## config.mk

```make
export PLATFORM = sky130hd
export DESIGN_NAME = ddot_issue_ctrl
export DESIGN_NICKNAME = d
export VERILOG_FILES = /design/src/rtl/ddot_issue_ctrl.sv
export SDC_FILE = /design/constraint.sdc
export NUM_CORES = 2
export LEC_CHECK = 0
export ABC_AREA = 1
export BUFFER_PORTS_ARGS = -buffer_cell sky130_fd_sc_hd__clkbuf_2
export CORE_ASPECT_RATIO = 1.4
export CORE_UTILIZATION = 35
export CTS_BUF_LIST = sky130_fd_sc_hd__clkbuf_16
export DETAILED_ROUTE_END_ITERATION = 16
export HOLD_SLACK_MARGIN = 0.03
export PLACE_DENSITY_LB_ADDON = 0.15
export SLEW_MARGIN = 20
export SYNTH_ARGS = -nofsm -noshare
export SYNTH_HDL_FRONTEND = slang
export SYNTH_SLANG_ARGS = --single-unit
export TNS_END_PERCENT = 1
```

## constraint.sdc

```tcl
create_clock -name clk -period 9.8 [get_ports clk]
set_input_delay 1.96 -clock clk [delete_from_list [all_inputs] [get_ports clk]]
set_output_delay 1.96 -clock clk [all_outputs]
set_load 0.01 [all_outputs]
```

## src/rtl/ddot_issue_ctrl.sv

```systemverilog
// Feeder for the iterative dot-product engine: double-buffered vector load, whole-vector burst
// issue gated by result credits, and an in-order result FIFO with a valid/ack drain.
module ddot_issue_ctrl #(
    parameter int unsigned LANES        = 4,
    parameter int unsigned VLEN         = 8,
    parameter int unsigned MAX_INFLIGHT = 3,
    parameter int unsigned RES_DEPTH    = 4
) (
    input  logic                 clk,
    input  logic                 rst,
    input  logic                 in_valid_i,
    output logic                 in_ready_o,
    input  logic [31:0]          in_x_i,
    input  logic [31:0]          in_y_i,
    output logic                 eng_ready_o,
    output logic [LANES*32-1:0]  eng_x_o,
    output logic [LANES*32-1:0]  eng_y_o,
    input  logic                 eng_vld_i,
    input  logic [31:0]          eng_z_i,
    output logic                 res_valid_o,
    output logic [31:0]          res_data_o,
    input  logic                 res_ack_i
);
    localparam int unsigned BEATS = VLEN / LANES;
    localparam int unsigned IW    = (VLEN > 1) ? $clog2(VLEN) : 1;
    localparam int unsigned BW    = (BEATS > 1) ? $clog2(BEATS) : 1;
    localparam int unsigned CW    = $clog2(RES_DEPTH + 1);
    localparam int unsigned PW    = (RES_DEPTH > 1) ? $clog2(RES_DEPTH) : 1;

    typedef enum logic [0:0] {StIdle, StBurst} state_e;

    logic [31:0]          x_mem_q [2][VLEN];
    logic [31:0]          y_mem_q [2][VLEN];
    logic                 wr_bank_q, wr_bank_d;
    logic [IW-1:0]        wr_idx_q, wr_idx_d;
    logic [1:0]           full_q, full_d;
    logic                 in_fire;

    state_e               state_q, state_d;
    logic                 rd_bank_q, rd_bank_d;
    logic [BW-1:0]        beat_q, beat_d;
    logic [CW-1:0]        inflight_q, inflight_d;
    logic                 credit_ok, last_beat, issue_idle, issue_next, issue;
    logic [IW-1:0]        base_idx;

    logic                 eng_ready_q, eng_ready_d;
    logic [LANES*32-1:0]  eng_x_q, eng_x_d, eng_y_q, eng_y_d;

    logic [31:0]          fifo_q [RES_DEPTH];
    logic [PW-1:0]        rd_ptr_q, rd_ptr_d, wr_ptr_q, wr_ptr_d;
    logic [CW-1:0]        fifo_cnt_q, fifo_cnt_d;
    logic                 fifo_full, push, pop;

    // ---------------- load side ----------------
    assign in_ready_o = !rst && !full_q[wr_bank_q];
    assign in_fire    = in_valid_i && in_ready_o;

    always_comb begin
        wr_idx_d  = wr_idx_q;
        wr_bank_d = wr_bank_q;
        full_d    = full_q;
        if (in_fire) begin
            if (wr_idx_q == IW'(VLEN - 1)) begin
                wr_idx_d          = '0;
                wr_bank_d         = ~wr_bank_q;
                full_d[wr_bank_q] = 1'b1;
            end else begin
                wr_idx_d = wr_idx_q + IW'(1);
            end
        end
        // Fill and free always target different banks, so both may apply in one cycle.
        if (last_beat) full_d[rd_bank_q] = 1'b0;
    end

    // ---------------- issue FSM ----------------
    assign credit_ok  = (inflight_q < CW'(MAX_INFLIGHT)) &&
                        ((CW + 1)'(inflight_q) + (CW + 1)'(fifo_cnt_q) < (CW + 1)'(RES_DEPTH));
    assign last_beat  = (state_q == StBurst) && (beat_q == BW'(BEATS - 1));
    assign issue_idle = (state_q == StIdle) && full_q[rd_bank_q] && credit_ok;
    assign issue_next = last_beat && full_q[~rd_bank_q] && credit_ok;
    assign issue      = issue_idle || issue_next;

    always_ff @(posedge clk) begin
        if (rst) begin
            state_q <= StIdle;
        end else begin
            state_q <= state_d;
        end
    end

    always_comb begin
        state_d   = state_q;
        beat_d    = beat_q;
        rd_bank_d = rd_bank_q;
        unique case (state_q)
            StIdle: begin
                if (issue_idle) begin
                    state_d = StBurst;
                    beat_d  = '0;
                end
            end
            StBurst: begin
                if (last_beat) begin
                    rd_bank_d = ~rd_bank_q;
                    beat_d    = '0;
                    state_d   = issue_next ? StBurst : StIdle;
                end else begin
                    beat_d = beat_q + BW'(1);
                end
            end
            default: state_d = StIdle;
        endcase
    end

    assign base_idx = IW'(beat_q) * IW'(LANES);

    always_comb begin
        eng_ready_d = 1'b0;
        eng_x_d     = eng_x_q;
        eng_y_d     = eng_y_q;
        if (state_q == StBurst) begin
            eng_ready_d = 1'b1;
            for (int k = 0; k < LANES; k++) begin
                eng_x_d[32*k +: 32] = x_mem_q[rd_bank_q][base_idx + IW'(k)];
                eng_y_d[32*k +: 32] = y_mem_q[rd_bank_q][base_idx + IW'(k)];
            end
        end
    end

    always_comb begin
        inflight_d = inflight_q;
        if (issue && !eng_vld_i) begin
            inflight_d = inflight_q + CW'(1);
        end else if (!issue && eng_vld_i) begin
            inflight_d = inflight_q - CW'(1);
        end
    end

    // ---------------- result FIFO ----------------
    assign fifo_full = (fifo_cnt_q == CW'(RES_DEPTH));
    assign push      = eng_vld_i && !fifo_full;
    assign pop       = res_valid_o && res_ack_i;

    always_comb begin
        rd_ptr_d   = rd_ptr_q;
        wr_ptr_d   = wr_ptr_q;
        fifo_cnt_d = fifo_cnt_q;
        if (push) wr_ptr_d = (wr_ptr_q == PW'(RES_DEPTH - 1)) ? '0 : wr_ptr_q + PW'(1);
        if (pop)  rd_ptr_d = (rd_ptr_q == PW'(RES_DEPTH - 1)) ? '0 : rd_ptr_q + PW'(1);
        if (push && !pop) begin
            fifo_cnt_d = fifo_cnt_q + CW'(1);
        end else if (pop && !push) begin
            fifo_cnt_d = fifo_cnt_q - CW'(1);
        end
    end

    // ---------------- state registers ----------------
    always_ff @(posedge clk) begin
        if (rst) begin
            wr_bank_q   <= 1'b0;
            wr_idx_q    <= '0;
            full_q      <= '0;
            rd_bank_q   <= 1'b0;
            beat_q      <= '0;
            inflight_q  <= '0;
            eng_ready_q <= 1'b0;
            eng_x_q     <= '0;
            eng_y_q     <= '0;
            rd_ptr_q    <= '0;
            wr_ptr_q    <= '0;
            fifo_cnt_q  <= '0;
        end else begin
            wr_bank_q   <= wr_bank_d;
            wr_idx_q    <= wr_idx_d;
            full_q      <= full_d;
            rd_bank_q   <= rd_bank_d;
            beat_q      <= beat_d;
            inflight_q  <= inflight_d;
            eng_ready_q <= eng_ready_d;
            eng_x_q     <= eng_x_d;
            eng_y_q     <= eng_y_d;
            rd_ptr_q    <= rd_ptr_d;
            wr_ptr_q    <= wr_ptr_d;
            fifo_cnt_q  <= fifo_cnt_d;
        end
    end

    always_ff @(posedge clk) begin
        if (rst) begin
            for (int b = 0; b < 2; b++) begin
                for (int i = 0; i < VLEN; i++) begin
                    x_mem_q[b][i] <= '0;
                    y_mem_q[b][i] <= '0;
                end
            end
            for (int i = 0; i < RES_DEPTH; i++) fifo_q[i] <= '0;
        end else begin
            if (in_fire) begin
                x_mem_q[wr_bank_q][wr_idx_q] <= in_x_i;
                y_mem_q[wr_bank_q][wr_idx_q] <= in_y_i;
            end
            if (push) fifo_q[wr_ptr_q] <= eng_z_i;
        end
    end

    // Outputs are forced quiet combinationally while rst is held.
    assign eng_ready_o = !rst && eng_ready_q;
    assign eng_x_o     = rst ? '0 : eng_x_q;
    assign eng_y_o     = rst ? '0 : eng_y_q;
    assign res_valid_o = !rst && (fifo_cnt_q != '0);
    assign res_data_o  = res_valid_o ? fifo_q[rd_ptr_q] : '0;

    fifo_overflow_a: assert property (@(posedge clk) disable iff (rst) !(eng_vld_i && fifo_full));

endmodule

```

==> out/metrics.csv <==
metric,value,unit
status,"finished, final reports clean",
H-tree levels,4,
Rel. slew slack,0.227,
clk sinks,1431,
share of flip-flops with an asynchronous set or reset,0,
clock power share,0.409,
clock transition at the registers of the reported paths,0.06,ns
mux contribution to synthesized area,0,
number of setup buffers added after CTS,0,
initial core utilization,0.353,
Fmax,151,MHz
count of pins over their slew limit,0,
final setup violation count,0,
RSZ-0062 raised after global routing,no,
CP peak stage delay,0.91,ns
"Slowest-stage cell, CP",clkinv_1,
Crit path arrival time,4.67,ns
DR vias,42800,
DR WL/cell,23.2,µm
Post-CTS Hold Buffers,0,
Max Used Layer,met5,
VDD IR max,0.000174,V
All-Layer GR Usage,0.230,
Final Hold Fails,0,
root buf cell,clkbuf_16,
P_sw,3.24,mW
"Gates resized, CTS repair",0,
Mapped Nets,6059,
final net count,6298,
Die X-Extent,350,µm
CTS max path bufs,3,
Leak,27.6,nW
Antenna Nets Post-Route,0,
post-synthesis cell area,59300,µm²
combinational share of power,0.065,
largest net degree at the start of global routing,194,
layout cells sized above 1,0.111,
clock tree from TritonCTS,built,
Worst EP required,7.84,ns
die height,489,µm
first-pass GRT wire length,287000,µm
GRT overflow,0,
"area leader, netlist",edfxtp_1,
post-synthesis adder-cell area fraction,0.00236,
Post-synth EDFFs,1152,
"Clk Latency, worst-skew pair",0.80,ns
final WL,199000,µm
Most used DFF post-synth,edfxtp_1,
YS warnings,0,
vias in the first global route,41600,
detailed-route DRC error count,0,
"Period Utilization, post-route",0.676,
setup TNS,0,ns
sw frac,0.243,
Synth area leaders,"edfxtp_1, nor2_1, dfxtp_1",
initial antenna violation count,6,
cts bufs inserted,149,
sequential-to-total area share from yosys stat,0.678,
internal power,10.1,mW
Rows,178,
Metal-1 WL,83300,µm
count of TritonRoute iterations in the first routing pass,5,
Final Util,0.405,
simple-gate portion of the synthesized area,0.161,
placer congestion estimate,0.788,
syn avg cell area,9.97,µm²
dpl hpwl,116000,µm
Setup CP Type,in -> out,
Compound-Gate Fraction of Synth Area,0.0883,
First DRT Iteration DRCs,3804,
max-cap viol count,0,
startpoint types,primary input,
total power per unit cell area,196,nW/µm²
Flop pwr share,0.526,
post-synthesis xor/xnor area fraction,0.000148,
io pins,392,
worst-margin pin slew,1.16,ns
final worst path period need,6.63,ns
Synth top area share,0.584,
Hold Crit Class,reg -> reg,
WL met2,98800,µm
CP Cell Sequence,buf_8 > buf_4 > a31oi_1 > clkinv_1 > a21oi_1 > clkbuf_2,
CP endpoint kind,output pin,
die area,171000,µm²
main combinational cell family by area after synthesis,simple AND/OR/NAND/NOR gates,
PortBufs,391,
Core Box Area,168000,µm²
met3 wire len,11100,µm
synthesis-stage register bit count,1431,
crit path max fanout,99,
Synth cell types,27,
Layout area overhead,14.8,%
Syn Inst Count,5948,
Setup Skew,0.0283,ns
Via density,5.00,
==> critical path, delay by kind of cell <==
| family | cells | cell delay (ns) |
|---|---|---|
| buffers and inverters | 4 | 1.70 |
| AOI/OAI and AO/OA | 2 | 0.92 |
==> cells in the mapped netlist, types with 11 or more instances <==
library cell / count
buf_2: 81
clkbuf_1: 239
a21oi_1: 47
edfxtp_1: 1152
nor2_1: 1876
nor3_1: 101
inv_1: 703
dfxtp_1: 279
nand3_1: 11
o21ai_0: 645
nand2_1: 505
buf_1: 49
o211ai_1: 232
==> per-stage QoR <==
stage	total power, mW	area (µm²)	hold WS [ns]	setup WS, ns	std cells
2_1_floorplan	7.59	59300	0.461	3.80	5948
3_3_place_gp	7.99	63400	0.473	3.00	8284
3_5_place_dp	8.00	63400	0.479	2.80	8284
4_1_cts	13.4	68000	0.493	3.17	8563
5_1_grt	13.7	68100	0.523	2.86	8566
6_report	13.3	68100	0.492	3.17	8570
==> flip-flops by register name (all words and copies together), names as in the netlist, named ones only <==
name         flops
rd_ptr_q         2
x_mem_q        512
rd_bank_q        1
eng_ready_q      1
wr_idx_q         3
y_mem_q        512
full_q           2
wr_bank_q        1
wr_ptr_q         2
state_q          1
fifo_q         128
eng_x_q        128
beat_q           1
eng_y_q        128
fifo_cnt_q       3
inflight_q       3
==> cell families after synthesis <==
logic type	count (synthesis)
xor+xnor	1
simple gates	2497
buf+inv	1081
flops	1431
compound gates	928
fa+ha+maj	10
==> power by group through the flow <==
stage	Clock (mW)	Sequential [mW]	Combinational (mW)
3_3_place_gp	0	7.12	0.867
6_report	5.45	7.00	0.866
3_5_place_dp	0	7.13	0.874
5_1_grt	5.74	7.02	0.941
2_1_floorplan	0	7.10	0.487
4_1_cts	5.54	7.00	0.877
==> per-layer routing <==
layer | up-vias | GRT usage
met1 | 21200 | 0.295
li1 | 19900 | -
met4 | 4 | 0.0701
met5 | - | 0
met3 | 248 | 0.0272
met2 | 1395 | 0.404
==> layout by cell type, fill, tap and decap left out, types with 4 or more instances in the layout <==
cell / n
inv_6: 5
dfxtp_1: 274
o21ai_0: 642
clkinv_2: 23
buf_12: 7
nor3_1: 101
a21oi_1: 47
ha_1: 8
clkinv_8: 5
clkinvlp_4: 4
bufinv_16: 6
nor2_4: 6
nand3_4: 4
diode_2: 5
o211ai_1: 232
nor2_1: 1870
nand2_1: 489
clkinv_1: 37
inv_1: 745
clkbuf_16: 154
dfxtp_2: 4
nand3_1: 7
buf_4: 63
clkbuf_2: 390
nand2_4: 15
edfxtp_1: 1152
==> final cells by class <==
| cell class | count | area, µm² |
|---|---|---|
| clock buffers | 154 | 3850 |
| flip-flops and latches | 1431 | 40200 |
| clock inverters | 125 | 771 |
| well taps | 2250 | 2820 |
| fillers | 16700 | 100000 |
| inverters | 707 | 2680 |
| multi-input cells | 3436 | 15200 |
| repair buffers | 462 | 2590 |
| diodes | 5 | 12.5 |
==> worst paths after layout <==
path                         startpoint                             to  slack, ns  depth (start not counted)
max                                 rst                  res_data_o[9]       3.17                          6
max reg2reg      wr_bank_q$_SDFFE_PP0P_  x_mem_q[0][199]$_SDFFCE_PN0P_       5.02                          7
min          inflight_q[2]$_SDFFE_PP0P_     inflight_q[2]$_SDFFE_PP0P_       0.49                          2
min reg2reg  inflight_q[2]$_SDFFE_PP0P_     inflight_q[2]$_SDFFE_PP0P_       0.49                          2
Note: power is estimated with default switching activity, not from simulation.
